<file path="config.mk">
export PLATFORM = sky130hd
export DESIGN_NAME = issue_queue
export DESIGN_NICKNAME = d
export VERILOG_FILES = /design/src/rtl/issue_queue_pkg.sv /design/src/rtl/issue_queue_dual_issue_check.sv /design/src/rtl/issue_queue.sv
export SDC_FILE = /design/constraint.sdc
export NUM_CORES = 2
export LEC_CHECK = 0
export BUFFER_PORTS_ARGS = -buffer_cell sky130_fd_sc_hd__buf_2
export CAP_MARGIN = 25
export CORE_AREA = 2 2 318 320
export CTS_CLUSTER_DIAMETER = 150
export DETAILED_ROUTE_END_ITERATION = 10
export DIE_AREA = 0 0 320 322
export HOLD_SLACK_MARGIN = 0.06
export MAX_ROUTING_LAYER = met4
export PLACE_DENSITY = 0.87
export SETUP_SLACK_MARGIN = 0.05
export SLEW_MARGIN = 30
export SYNTH_ARGS = -nofsm -noshare
export SYNTH_HDL_FRONTEND = slang
export SYNTH_SLANG_ARGS = --single-unit
</file>
<file path="constraint.sdc">
create_clock -name clk -period 14.09 [get_ports clk]
set_input_delay 0 -clock clk [delete_from_list [all_inputs] [get_ports clk]]
set_output_delay 0 -clock clk [all_outputs]
set_load 0.005 [all_outputs]
</file>
<file path="src/rtl/issue_queue_pkg.sv">
// Shared decoder/issue definitions: decoded instruction record and its field enums.
package issue_queue_pkg;

    typedef enum logic [4:0] {
        OpNop, OpAdd, OpSub, OpOr, OpAnd, OpXor, OpSll, OpLdW, OpStW,
        OpBeq, OpBne, OpJirl, OpCsrrd, OpErtn, OpSyscall
    } opcode_t;

    typedef enum logic [1:0] {MemNone, MemLoad, MemStore} mem_type_t;

    typedef enum logic [1:0] {SizeB, SizeH, SizeW} mem_size_t;

    typedef enum logic [2:0] {
        SpecNone, SpecCsr, SpecErtn, SpecSyscall, SpecBreak, SpecIdle
    } spec_opcode_t;

    typedef enum logic [3:0] {ExcNone, ExcAdef, ExcIne, ExcIpe, ExcPif} exception_t;

    localparam logic [4:0] RegZero = 5'd0;

`ifdef DIFFTEST_EN
    typedef struct packed {
        logic [31:0] instr;
        logic        is_cnt;
    } difftest_rec_t;
`endif

    typedef struct packed {
        logic [31:0]  pc;
        logic         have_exception;
        exception_t   exc_code;
        opcode_t      opcode;
        logic [4:0]   src1;
        logic [4:0]   src2;
        logic         src2_is_imm;
        logic [31:0]  imm;
        logic [4:0]   dest;
        logic         is_branch;
        logic         pred_taken;
        logic [31:0]  pred_target;
        mem_type_t    mem_type;
        mem_size_t    mem_size;
        spec_opcode_t spec_op;
`ifdef DIFFTEST_EN
        difftest_rec_t difftest;
`endif
    } decoded_inst_t;

endpackage

</file>
<file path="src/rtl/issue_queue_dual_issue_check.sv">
// Pairing legality for two adjacent queue entries (a is older than b).
module dual_issue_check
    import issue_queue_pkg::*;
(
    input  decoded_inst_t i_inst_a,
    input  decoded_inst_t i_inst_b,
    output logic          o_pair_ok
);

    logic w_raw;
    logic w_mem;
    logic w_spec;
    logic w_exc;
    logic w_br;
    logic w_unused;

    always_comb begin
        // src2 doubles as store data, so it counts unless it is an immediate slot
        w_raw = (i_inst_a.dest != RegZero) &&
                ((i_inst_a.dest == i_inst_b.src1) ||
                 ((i_inst_a.dest == i_inst_b.src2) && !i_inst_b.src2_is_imm));
        w_mem  = (i_inst_a.mem_type != MemNone) && (i_inst_b.mem_type != MemNone);
        w_spec = (i_inst_a.spec_op != SpecNone) || (i_inst_b.spec_op != SpecNone);
        w_exc  = i_inst_a.have_exception;
        w_br   = i_inst_a.is_branch && i_inst_b.is_branch;
        o_pair_ok = !(w_raw || w_mem || w_spec || w_exc || w_br);
    end

    assign w_unused = ^{i_inst_a, i_inst_b};

endmodule

</file>
<file path="src/rtl/issue_queue.sv">
// Circular decoded-instruction buffer between decode and read-operand, 2 in / 2 out.
module issue_queue
    import issue_queue_pkg::*;
#(
    parameter int unsigned DEPTH = 8
) (
    input  logic          clk,
    input  logic          reset,
    input  logic          flush,
    input  logic          ro_stall,
    input  logic          dec_a_valid,
    input  decoded_inst_t dec_a_inst,
    input  logic          dec_b_valid,
    input  decoded_inst_t dec_b_inst,
    output logic          iq_allowin,
    output logic          id_a_ready,
    output decoded_inst_t id_a_inst,
    output logic          id_b_ready,
    output decoded_inst_t id_b_inst
);

    localparam int unsigned PtrW = $clog2(DEPTH);
    localparam int unsigned CntW = PtrW + 1;

    logic [PtrW-1:0] r_head;
    logic [PtrW-1:0] r_tail;
    logic [CntW-1:0] r_count;
    decoded_inst_t   r_entries [DEPTH];

    logic [PtrW-1:0] w_head_p1;
    logic [PtrW-1:0] w_tail_p1;
    logic [PtrW-1:0] w_tail_next;
    logic [PtrW-1:0] w_head_next;
    logic [CntW-1:0] w_count_next;
    logic            w_pair_ok;
    logic            w_push_a;
    logic            w_push_b;
    logic            w_pop_a;
    logic            w_pop_b;

    // Pointers are log2(DEPTH) wide, so +1 wraps modulo DEPTH for free
    assign w_head_p1 = r_head + PtrW'(1);
    assign w_tail_p1 = r_tail + PtrW'(1);

    assign id_a_inst = r_entries[r_head];
    assign id_b_inst = r_entries[w_head_p1];

    dual_issue_check u_dual_issue_check (
        .i_inst_a  (id_a_inst),
        .i_inst_b  (id_b_inst),
        .o_pair_ok (w_pair_ok)
    );

    always_comb begin
        iq_allowin = !reset && (r_count <= CntW'(DEPTH - 2));
        id_a_ready = !reset && !flush && (r_count >= CntW'(1));
        id_b_ready = !reset && !flush && (r_count >= CntW'(2)) && w_pair_ok;

        w_push_a = dec_a_valid && iq_allowin && !flush;
        w_push_b = dec_b_valid && iq_allowin && !flush;
        w_pop_a  = id_a_ready && !ro_stall;
        w_pop_b  = id_b_ready && !ro_stall;

        w_tail_next  = r_tail + PtrW'(w_push_a) + PtrW'(w_push_b);
        w_head_next  = r_head + PtrW'(w_pop_a) + PtrW'(w_pop_b);
        w_count_next = r_count + CntW'(w_push_a) + CntW'(w_push_b)
                     - CntW'(w_pop_a) - CntW'(w_pop_b);
    end

    always_ff @(posedge clk) begin
        if (reset || flush) begin
            r_head  <= '0;
            r_tail  <= '0;
            r_count <= '0;
        end else begin
            r_head  <= w_head_next;
            r_tail  <= w_tail_next;
            r_count <= w_count_next;
        end
    end

    // Storage carries no reset; validity is tracked solely by r_count
    always_ff @(posedge clk) begin
        if (w_push_a) begin
            r_entries[r_tail] <= dec_a_inst;
        end
        if (w_push_b) begin
            r_entries[w_tail_p1] <= dec_b_inst;
        end
    end

endmodule
</file>
==> results.txt <==
The flow ran to the end, and the final reports show no timing, DRC or antenna violations. After clock tree synthesis, the clock-pin slew on the worst setup and hold paths is 0.06 ns. The detailed router used layers up to and including met4. Internal power comes to 5.39 mW. The proportion of register bits with asynchronous set or reset after synthesis came out at 0.

Layout overhead on the synthesized area: 19.3%. The tools report the top-level I/O count as 533. The run gives 0.724 as the share of the core filled with cells in the final layout.

The count of nets left with antenna violations once routing finished came out at 0. Net switching component of the power: 1.53 mW. For the combinational cell fraction of total power, the log shows 0.081. Input and output buffers added on the ports amount to 532. In the final routed layout, each cell accounts on average for 30.9 um. Setup total negative slack on the finished layout was measured at 0 ns.

Launching point of the worst reg2reg path: r_head[1]. The netlist area before placement was 0.0604 sq mm; the routed length on met3 was 19100 um. TritonCTS built the clock tree. Synthesis produced a netlist with a net count of 3859. The transition time at the pin with the least slew margin is 1.10 ns.

For the final-layout worst hold slack, the log shows 0.216 ns. The met1 wire length was 64300 um; the detailed-route DRC error count was 0. The logs give 0.524 for the sequential share of the synthesized area and 41832 for the number of global-route vias before repair. For this run the aggregate overflow at the end of global routing stands at 0. For the register-to-register setup slack, the log shows 7.74 ns. The cell count after synthesis came out at 3577.

The sequential fraction of design power was 0.509; the starting density of the core was 0.607. Static timing analysis puts the maximum clock frequency at 0.157 GHz. The run gives 0.358 as the total global routing track utilization.

The vertical extent of the die works out to 322 um. Max-cap violations in this run came to 0. Once detailed placement completed, the half-perimeter wirelength came to 98400 um. The leakage power was 24.3 nW; the fraction of power consumed by the clock network was 0.411. Headroom to the max-slew limit: 0.264. IR analysis of the VDD net gives a maximum drop of 0.107 mV. The clock tree synthesis step divided the H-tree into 3 levels. At the worst endpoint, the arrival time is 6.92 ns. The number of enable flip-flop cells after synthesis is 1048, and the number of detailed-route iterations in the first pass is 7. Wire length of the first global-routing pass: 266000 um. The clock skew after layout is 0.0520 ns, and the number of distinct library cells after synthesis is 47. The proportion of total power due to net switching is 0.222. Summed over all nets, wire length on met2 after detailed routing comes to 89200 um. At the end of routability-driven placement, the weighted congestion stood at 0.817. Setup slack on the critical path of the routed design comes to 7.74 ns. The core region is 0.0996 sq mm. The total vias in the final route came out at 40031. The tools report the area of the die as 0.103 sq mm. Start-to-end type of the worst setup path: register to register. Setup repair after global routing left no endpoint under its margin. The maximum net fanout on the critical path is 60, and the largest net degree at the start of global routing is 167. Summed over all layers, the routed wires come to 180000 um. The class of the worst hold path is primary input to register. The portion of the clock cycle consumed by the worst path in the final layout is 0.451, and the cell area after placement is 0.0645 sq mm. The power per standard cell area works out to 95.9 mW/mm^2. The most used flip-flop cell after synthesis is sky130_fd_sc_hd__edfxtp_1. Clock latency on the worst-skew pair, taken at its later pin, is 0.73 ns. Counting the buffers created by CTS gives 114. STA classifies the critical path endpoint as a register.

Following the worst setup path forward leads to its endpoint at r_count[3]. The total setup buffers inserted after CTS was 0. The endpoint identified for the worst register-to-register timing path is r_count[3]. Setup violations remaining at the end of the flow were counted as 0. The tools report the clock tree root buffer cell as sky130_fd_sc_hd__clkbuf_16. In this run, synthesis produced a sequential element count of 1058. Clock tree synthesis found a total of 1058 sinks. The logs give 0 for the total of warnings raised by yosys and 14.66 ns for the data required time at the worst endpoint. Before CTS, the worst setup slack after placement is 7.38 ns. The share of cells above drive strength 1 came out at 0.496.

The number of antenna violations at the first check in global routing was 23. The length in cells of the worst reg-to-reg path was 17. The tools report the worst setup path startpoint as r_head[1].

After routing the design area is 0.0721 sq mm. Minimum clock period: 6.35 ns. The width of the die is 320 um. The tools report the category of the worst setup path launch point as a register.

The logs give 4938 for the starting DRC count in detailed routing and 0 for the final-report hold violation count. The number of pins with negative max-slew slack in the final report came out at 0. The placement row count is 116, and the maximum buffer depth of the clock tree is 3.

After detailed routing, the number of vias per cell comes to 6.87. For this run, the post-layout net count is 4696. In this run the mean area of a mapped cell was 16.9 sq um.
## registers in the layout, summed over array words and instances, names as in the netlist
| register | flops |
|---|---|
| r_entries | 1048 |
| r_count | 4 |
| r_head | 3 |
| r_tail | 3 |
## repair_timing
action / 4_1_cts / 5_1_grt
hold buffers: 401 / 0
resized for setup: 0 / 0
endpoints found under the hold margin: 1058 / 0
setup endpoints to repair: 0 / 0
## worst max-delay path, stage by stage, from the launching register on
cell and delay (ns):
sky130_fd_sc_hd__dfxtp_4 0.92, sky130_fd_sc_hd__ha_4 0.72, sky130_fd_sc_hd__buf_6 0.69, sky130_fd_sc_hd__mux4_2 0.59
sky130_fd_sc_hd__mux2_2 0.29, sky130_fd_sc_hd__nor4_1 0.33, sky130_fd_sc_hd__nand3_1 0.12, sky130_fd_sc_hd__nor3_1 0.38
sky130_fd_sc_hd__o31ai_1 0.16, sky130_fd_sc_hd__nor3_1 0.41, sky130_fd_sc_hd__fa_1 0.51, sky130_fd_sc_hd__inv_1 0.09
sky130_fd_sc_hd__fa_1 0.17, sky130_fd_sc_hd__ha_1 0.14, sky130_fd_sc_hd__inv_1 0.05, sky130_fd_sc_hd__fa_1 0.40
sky130_fd_sc_hd__xnor2_1 0.16, sky130_fd_sc_hd__nor2_1 0.05
## final cells by class
cell class                      instances  area (sq um)
Clock inverter                         62           444
Multi-Input combinational cell       2222         27700
Sequential cell                      1058         31700
Fill cell                            5937         27500
Inverter                               16          60.1
Timing Repair Buffer                 1002          7530
Clock buffer                          141          3000
Antenna cell                           26          65.1
Tap cell                             1298          1620
## per-stage QoR
| step | cells | total power [mW] |
|---|---|---|
| finish | 5825 | 6.92 |
| floorplan | 3577 | 3.84 |
| detailed placement | 5192 | 4.03 |
| global route | 5822 | 7.09 |
| global placement | 5184 | 4.01 |
| CTS | 5796 | 6.92 |
## how the worst min path moves through the flow
stage | cells after the start | endpoint | startpoint | slack [ns]
after floorplan | 1 | iq_allowin | reset | 0.03
after global placement | 3 | iq_allowin | reset | 0.32
after detailed placement | 3 | iq_allowin | reset | 0.33
after CTS | 3 | r_entries[3][56] | dec_a_inst[56] | 0.17
after global routing | 3 | r_entries[7][76] | dec_b_inst[76] | 0.22
final | 3 | r_entries[0][128] | dec_b_inst[128] | 0.22
## per-layer routing
metal	GRT usage	up-vias
met5	-	-
met4	0.156	0
met3	0.0729	507
met2	0.577	2628
met1	0.444	20573
li1	-	16323
## cell usage after synthesis (all sizes together) (6+ instances only)
cell / instances / area [sq um]
edfxtp: 1048 / 31500
nand3: 6 / 30.0
mux2i: 28 / 280
dfxtp: 10 / 200
ha: 9 / 113
buf: 179 / 810
nor3b: 12 / 90.1
nor3: 13 / 65.1
and2: 7 / 43.8
clkbuf: 102 / 383
nor2: 16 / 60.1
xnor2: 14 / 130
inv: 16 / 60.1
nand2: 369 / 1390
mux2: 1181 / 13300
nand3b: 6 / 45.0
mux4: 512 / 11500
## kinds of logic (layout without fill, tap and decap cells)
kind of cell,after synthesis,after routing,share of synthesized area
and+or+nand+nor,448,448,0.0307
buffers and inverters,297,1221,0.0207
other,0,26,0
adders and majority gates,14,14,0.00352
DFF,1058,1058,0.524
xor gates and xnor gates,16,16,0.00257
AOI/OAI and AO/OA,23,23,0.00286
muxes,1721,1721,0.416
## placed cells by master, fill, tap and decap left out, types with 6 or more instances in the layout
cell type,synthesis,final
sky130_fd_sc_hd__clkinv_2,0,12
sky130_fd_sc_hd__and2_1,7,7
sky130_fd_sc_hd__diode_2,0,26
sky130_fd_sc_hd__mux2i_1,28,28
sky130_fd_sc_hd__mux2_2,953,953
sky130_fd_sc_hd__buf_4,5,36
sky130_fd_sc_hd__xnor2_1,13,13
sky130_fd_sc_hd__clkinv_1,0,36
sky130_fd_sc_hd__nor2_1,16,16
sky130_fd_sc_hd__edfxtp_1,1048,1048
sky130_fd_sc_hd__clkbuf_1,102,25
sky130_fd_sc_hd__buf_6,1,16
sky130_fd_sc_hd__mux4_2,512,512
sky130_fd_sc_hd__nor3b_1,12,12
sky130_fd_sc_hd__buf_16,0,9
sky130_fd_sc_hd__dfxtp_1,10,7
sky130_fd_sc_hd__nor3_1,13,13
sky130_fd_sc_hd__nand2_1,369,366
sky130_fd_sc_hd__buf_2,89,532
sky130_fd_sc_hd__clkbuf_16,0,116
sky130_fd_sc_hd__nand3b_1,6,6
sky130_fd_sc_hd__buf_12,0,8
sky130_fd_sc_hd__ha_1,9,8
sky130_fd_sc_hd__dlygate4sd3_1,0,401
sky130_fd_sc_hd__mux2_1,228,228
sky130_fd_sc_hd__inv_1,16,16
## power by group through the flow
| stage | sequential (mW) | clock, mW | combinational, mW |
|---|---|---|---|
| floorplan | 3.59 | 0 | 0.248 |
| global placement | 3.58 | 0 | 0.429 |
| detailed placement | 3.58 | 0 | 0.445 |
| CTS | 3.52 | 2.85 | 0.545 |
| global route | 3.52 | 2.98 | 0.594 |
| finish | 3.52 | 2.84 | 0.558 |
Note: power is estimated with default switching activity, not from simulation.
